**src/rtl/fifo_uart_tx.sv**
```systemverilog
// rtl/fifo_uart_tx.sv - reads 16-bit words from a FIFO and sends them as two UART bytes, low byte first
// Define UART_TX_PARITY_EN to insert an even-parity bit after each data byte.
module fifo_uart_tx #(
  parameter int CLKS_PER_BIT = 16
) (
  input  logic        clock,
  input  logic        reset,
  input  logic        fifo_empty,
  input  logic [15:0] fifo_data,
  output logic        fifo_read,
  output logic        tx,
  output logic        busy,
  output logic        word_done
);

  localparam logic [15:0] BIT_LAST = 16'(CLKS_PER_BIT - 1);

  typedef enum logic [2:0] {IDLE, RD, LATCH, START, DATA, PAR, STOP} state_t;

  state_t      state_q, state_d;
  logic [15:0] cnt_q, cnt_d;
  logic [2:0]  idx_q, idx_d;
  logic        byte_sel_q, byte_sel_d;
  logic [15:0] word_q, word_d;
  logic        tx_q, tx_d;
  logic        fifo_read_q, fifo_read_d;
  logic        busy_q, busy_d;
  logic        word_done_q, word_done_d;
  logic        bit_end;
  logic [7:0]  cur_byte;

  always_comb begin
    state_d    = state_q;
    cnt_d      = cnt_q;
    idx_d      = idx_q;
    byte_sel_d = byte_sel_q;
    word_d     = word_q;
    bit_end    = (cnt_q == 16'd0);

    case (state_q)
      IDLE: begin
        if (!fifo_empty) state_d = RD;
      end
      RD: state_d = LATCH;
      LATCH: begin
        word_d     = fifo_data;
        byte_sel_d = 1'b0;
        cnt_d      = BIT_LAST;
        state_d    = START;
      end
      START: begin
        if (bit_end) begin
          state_d = DATA;
          idx_d   = 3'd0;
          cnt_d   = BIT_LAST;
        end else begin
          cnt_d = cnt_q - 16'd1;
        end
      end
      DATA: begin
        if (bit_end) begin
          cnt_d = BIT_LAST;
          idx_d = idx_q + 3'd1;
          if (idx_q == 3'd7) begin
`ifdef UART_TX_PARITY_EN
            state_d = PAR;
`else
            state_d = STOP;
`endif
          end
        end else begin
          cnt_d = cnt_q - 16'd1;
        end
      end
      PAR: begin
        if (bit_end) begin
          state_d = STOP;
          cnt_d   = BIT_LAST;
        end else begin
          cnt_d = cnt_q - 16'd1;
        end
      end
      STOP: begin
        if (bit_end) begin
          if (!byte_sel_q) begin
            // Byte 1 starts straight after byte 0's stop bit
            byte_sel_d = 1'b1;
            cnt_d      = BIT_LAST;
            state_d    = START;
          end else begin
            state_d = IDLE;
          end
        end else begin
          cnt_d = cnt_q - 16'd1;
        end
      end
      default: state_d = IDLE;
    endcase

    // Outputs are decoded from the next state so they line up with it once registered
    cur_byte    = byte_sel_d ? word_d[15:8] : word_d[7:0];
    fifo_read_d = (state_d == RD);
    busy_d      = (state_d != IDLE);
    word_done_d = (state_q == STOP) && (state_d == IDLE);

    case (state_d)
      START:   tx_d = 1'b0;
      DATA:    tx_d = cur_byte[idx_d];
      PAR:     tx_d = ^cur_byte;
      default: tx_d = 1'b1;
    endcase
  end

  always_ff @(posedge clock) begin
    if (reset) begin
      state_q     <= IDLE;
      cnt_q       <= 16'd0;
      idx_q       <= 3'd0;
      byte_sel_q  <= 1'b0;
      word_q      <= 16'd0;
      tx_q        <= 1'b1;
      fifo_read_q <= 1'b0;
      busy_q      <= 1'b0;
      word_done_q <= 1'b0;
    end else begin
      state_q     <= state_d;
      cnt_q       <= cnt_d;
      idx_q       <= idx_d;
      byte_sel_q  <= byte_sel_d;
      word_q      <= word_d;
      tx_q        <= tx_d;
      fifo_read_q <= fifo_read_d;
      busy_q      <= busy_d;
      word_done_q <= word_done_d;
    end
  end

  assign fifo_read = fifo_read_q;
  assign tx        = tx_q;
  assign busy      = busy_q;
  assign word_done = word_done_q;

endmodule
```
**config.mk**
```make
export PLATFORM = sky130hd
export DESIGN_NAME = fifo_uart_tx
export DESIGN_NICKNAME = d
export VERILOG_FILES = /design/src/rtl/fifo_uart_tx.sv
export SDC_FILE = /design/constraint.sdc
export NUM_CORES = 1
export LEC_CHECK = 0
export CORE_AREA = 4 4 84 86
export DETAILED_ROUTE_END_ITERATION = 8
export DIE_AREA = 0 0 88 90
export MAX_ROUTING_LAYER = met4
export PLACE_DENSITY_LB_ADDON = 0.08
export RECOVER_POWER = 50
export SYNTH_ARGS = -nofsm -noshare
export SYNTH_HDL_FRONTEND = slang
export SYNTH_SLANG_ARGS = --single-unit
```
**constraint.sdc**
```tcl
create_clock -name clock -period 3.4 [get_ports clock]
set_input_delay 0.34 -clock clock [delete_from_list [all_inputs] [get_ports clock]]
set_output_delay 0.34 -clock clock [all_outputs]
set_load 0.02 [all_outputs]
```
**After elaboration in Yosys (flattened, before gate mapping)**

Index checks and enable logic that the tools add are counted.

- Logic and storage cells: 55
- Latch bits: 0
- Memory bits (writable): 0
- Bits in registers: 43
- ROM bits: 0
- Bits of input ports: 19
- Memories: 0

- Bitwise operators: 0
- Muxes and demuxes: 22
- Divide/modulo/power cells: 0
- Magnitude comparators: 1
- Reduce and logical (&&, ||, !) cells: 9
- Equal/unequal tests: 12
- Shift operators: 0
- Add/sub/neg operators: 2
- Multiply operators: 0

Operators with widths:

| operator | count |
|---|---|
| $mux 16 | 4 |
| $pmux 16 s3 | 1 |
| $mux 3 | 8 |
| $pmux 3 s7 | 1 |
| $eq 3x3->1 const B | 6 |
| $logic_not 16->1 | 1 |
| $sub 16x1->16 const B | 1 |
| $eq 3x2->1 const B | 3 |
| $mux 8 | 1 |
| $reduce_xor 8->1 | 1 |
| $eq 3x1->1 const B | 2 |
| $logic_not 3->1 | 2 |
| $pmux 3 s2 | 1 |
| $reduce_bool 3->1 | 2 |
| $lt 3x4->1 const B | 1 |
| $add 3x1->3 const B | 1 |
| $bmux 1 s3 | 1 |
| $ne 3x3->1 const B | 1 |
| $pmux 1 s3 | 1 |
| $reduce_or 3->1 | 1 |
| $mux 1 | 2 |
| $mux 2 | 1 |
| $pmux 1 s2 | 1 |
| $reduce_and 2->1 | 1 |
| $logic_and 1x1->1 | 1 |

**Longest topological paths before layout**

- Word-level depth: 7
- Gate-level depth with buffers: 15
- Depth with buffers taken out: 15

**Worst setup path before layout**

Ideal clock, no wire load.

- Kind: reg2reg
- From: register cnt_q[0]
- To: register tx_q, in the netlist tx
- Stages on the path, launching flop included: 16
- Arrival time: 2.226 ns
- Path slack: 1.051 ns
- Path buffers: 0
- Cells stage by stage: dfxtp_1 -> inv_1 -> ha_1 -> nor4b_2 -> and4_4 -> inv_2 -> ha_1 -> nor2_1 -> nand2_1 -> o21ai_0 -> nand2_1 -> o211ai_1 -> mux2i_1 -> mux2i_1 -> o21ai_0 -> a21oi_1

- Cells in the longest elaborated chain, start to end: 7
- Elaborated cells between the ends (all ways): 19
- Classes of those cells: eq/ne: 3; mux: 14; reduce/logical: 2

RTL lines:

| item | line | text |
|---|---|---|
| from (decl) | 21 | `logic [15:0] cnt_q, cnt_d;` |
| from (signal assigned) | 127 | `cnt_q <= cnt_d;` |
| $logic_not 16->1 * | 38 | `bit_end = (cnt_q == 16'd0);` |
| $mux 1 | 84 | `if (bit_end) begin` |
| $pmux 1 s2 | 40 | `case (state_q)` |
| $mux 8 | 101 | `cur_byte = byte_sel_d ? word_d[15:8] : word_d[7:0];` |
| $bmux 1 s3 | 108 | `DATA: tx_d = cur_byte[idx_d];` |
| $mux 1 (implied by the code) | 108 |  |
| $pmux 1 s3 * | 106 | `case (state_d)` |
| to (signal assigned) | 131 | `tx_q <= tx_d;` |
| to (decl) | 25 | `logic tx_q, tx_d;` |

Mark *: on every way between the ends. The rest lies on a longest branch, timed or not. The select of a mux whose other input is x is not followed.
A chain may end at the register's enable or synchronous reset.

**Final worst setup path**

Same ends and word-level chain as after synthesis.

==> summary.txt <==
Clocking
  • Total CTS buffers: 5
  • Postcts setup bufs: 0
  • Clock root buffer: clkbuf_8
  • Post_cts resized: 0
  • CTS Sinks: 43
  • Hold Buf Count CTS: 0
  • CTS tree: yes
  • Clock edge transition at the registers on the reported setup and hold paths: 0.08 ns
  • CTS H-tree lvls: 2
  • Clock Latency Late Sink: around 0.30 ns
  • Clk buf depth: 2

Floorplanning
  • Die extent in x: a little under 90 um
  • Die area: roughly 7900 um2
  • Boundary Pins: 23
  • Core footprint: between 6000 and 7000 um2
  • Initial Util: 0.389
  • Number of cell rows: 29
  • Die extent in y: about 90 um

Synthesis
  • Syn avg cell area: 8.03 um2
  • Largest family of logic cells by synthesized area: simple AND/OR/NAND/NOR gates
  • EDFF count, synth: 0
  • Post-synthesis cell area: roughly 2400 um2
  • Post-Syn Nets: about 330
  • Ys Warns: 0
  • Cells after synthesis: between 300 and 400
  • Post-synthesis register bit count: 43
  • Synth unique cells: 53
  • Area share of fa/ha/maj cells after synthesis: 0.0256
  • Top FF cell, synth: dfxtp_1
  • Post-synthesis compound-gate area fraction: 0.201
  • Synth Area in Simple Gates: 0.293
  • Synth async-reset ratio: 0
  • Post-synthesis mux area share: 0.0287
  • Sequential share of the synthesized area: 0.353
  • Xor/xnor cell area share of the yosys netlist: 0.0641

Global route
  • Gr ovfl total: 0
  • Largest net degree at the start of global routing: 20
  • First-pass GRT wire length: a little under 10000 um
  • Initial antenna violation count: 0
  • Vias in the first global route: roughly 2000
  • GRT Total Usage: 0.161

Route
  • Final ANT Viol Nets: 0
  • WL final: roughly 5800 um
  • Avg WL per Cell: roughly 14 um
  • Vias per cell: 5.30
  • DRC viols: 0
  • Routed vias: 2129
  • DR pass1 iterations: 4
  • Initial DRC Count: 64

Critical path
  • Critical path launch point type: register
  • Kind of critical path: reg -> reg
  • Crit end category: register
  • Worst endpoint required time: approximately 3.6 ns
  • Max FO, Critical Path: 13
  • Arr. time, crit path: roughly 3.0 ns

Timing
  • Final hold viol count: 0
  • Fin. max-slew vios: 0
  • Least-Margin Pin Slew: about 0.86 ns
  • # setup viols final: 0
  • Max frequency: around 360 MHz
  • Rel. slew slack: 0.425
  • Worst Skew: approximately 0.0074 ns
  • Final worst path period need: 2.81 ns
  • Unrepaired setup endpoints after global routing: false
  • Setup TNS: 0 ns
  • Period utilization: 0.828

Pwr
  • Power, Total: 2580 uW
  • Worst vdd ir: ~530 uV
  • Leakage Power: approximately 0.0010 uW
  • Cell Pwr Density: between 800 and 900 nW/um2

Placed design
  • Dpl hpwl: between 4000 and 5000 um
  • Cells after DPL: 394
  • Final RePlAce weighted congestion: approximately 0.8
  • I/O Buffers: 22

Cells and area
  • Antenna diode count: 0
  • Final Non-Filler Cells: 402
  • Layout cells sized above 1: 0.0954
  • Most frequent cells in the layout: nand2_1 (57), dfxtp_1 (43), nor2_1 (31)
  • Final Net Count: between 300 and 400
  • Syn-to-layout area delta: 17.9%
  • Commonest non-fill, non-tap cell in the layout: nand2_1
  • Final Util: 0.458

Run
  • Max Cap Viol: 0

Min path
  • Hold Path Class: reg -> reg

Status
  • Outcome: completed
==> path summary, 6_finish.rpt <==
kind         slack (ns)             startpoint  cells past startpoint                   end
max                0.59  cnt_q[0]$_SDFFE_PP0P_                     15         tx$_SDFF_PP1_
min                0.46   word_q[2]$_SDFF_PP0_                      2  word_q[2]$_SDFF_PP0_
max reg2reg        0.59  cnt_q[0]$_SDFFE_PP0P_                     15         tx$_SDFF_PP1_
min reg2reg        0.46   word_q[2]$_SDFF_PP0_                      2  word_q[2]$_SDFF_PP0_
==> per-stage QoR <==
step                area (um2)  hold WS, ns  setup WS (ns)
global route              2880        0.490          0.266
floorplan                 2440        0.432           1.05
CTS                       2880        0.460          0.586
global placement          2750        0.450          0.658
finish                    2880        0.460          0.585
detailed placement        2750        0.447          0.615
==> synthesized netlist by cell type (4+ instances only) <==
library cell  number  area share
mux2i_1            7       0.029
xnor2_1           12       0.043
ha_1               5       0.026
xor2_1             4       0.014
clkbuf_1          11       0.017
nand2_1           57       0.088
a21oi_1           26       0.053
or3b_1             4       0.014
o21ai_0           12       0.025
nor3_1            12       0.025
buf_2              4      0.0082
nor2_1            31       0.048
dfxtp_1           43        0.35
nor2b_1            4       0.010
or3_1              6       0.015
nand3_1            4      0.0082
o32a_1             5       0.021
==> state kept, by name, indices dropped and copies added (netlist names) <==
name / cells
busy: 1
tx: 1
byte_sel_q: 1
state_q: 3
word_q: 16
fifo_read: 1
cnt_q: 16
idx_q: 3
word_done: 1
==> final cells by class <==
type,count,area (um2)
Clock buffer,6,72.6
Multi-Input combinational cell,240,1500
Sequential cell,43,861
Tap cell,77,96.3
Inverter,4,15.0
Fill cell,657,3400
Clock inverter,2,60.1
Timing Repair Buffer,30,277
==> where the power goes <==
part / switching [uW] / total (uW) / leakage [uW] / internal, uW
clock network: 183 / 477 / 0.0000654 / 294
registers: 137 / 755 / 0.000350 / 618
logic: 775 / 1350 / 0.000585 / 574
total: 1100 / 2580 / 0.00100 / 1490
==> cells by family (layout without fill, tap and decap cells) <==
group           Yosys count  in the layout
mux                       7              7
fa+ha+maj                 5              5
simple gates            140            140
buf+inv                  21             42
compound gates           71             71
xor+xnor                 17             17
flops                    43             43
==> critical path, stage by stage (launching register included) <==
cell and delay (ns):
dfxtp_1 0.32, inv_1 0.11, ha_1 0.15, nor4b_2 0.32, and4_4 0.40, inv_2 0.12, ha_1 0.20, nor2_1 0.09
nand2_1 0.05, o21ai_0 0.08, nand2_1 0.07, o211ai_1 0.22, mux2i_1 0.25, mux2i_1 0.09, o21ai_0 0.17, a21oi_1 0.06
==> routing by layer <==
layer / GRT usage / share of wire
met4: 0.0422 / 0.010
met2: 0.238 / 0.45
met1: 0.223 / 0.51
met5: - / 0
met3: 0.0302 / 0.031
(Power assumes the default switching activity.)
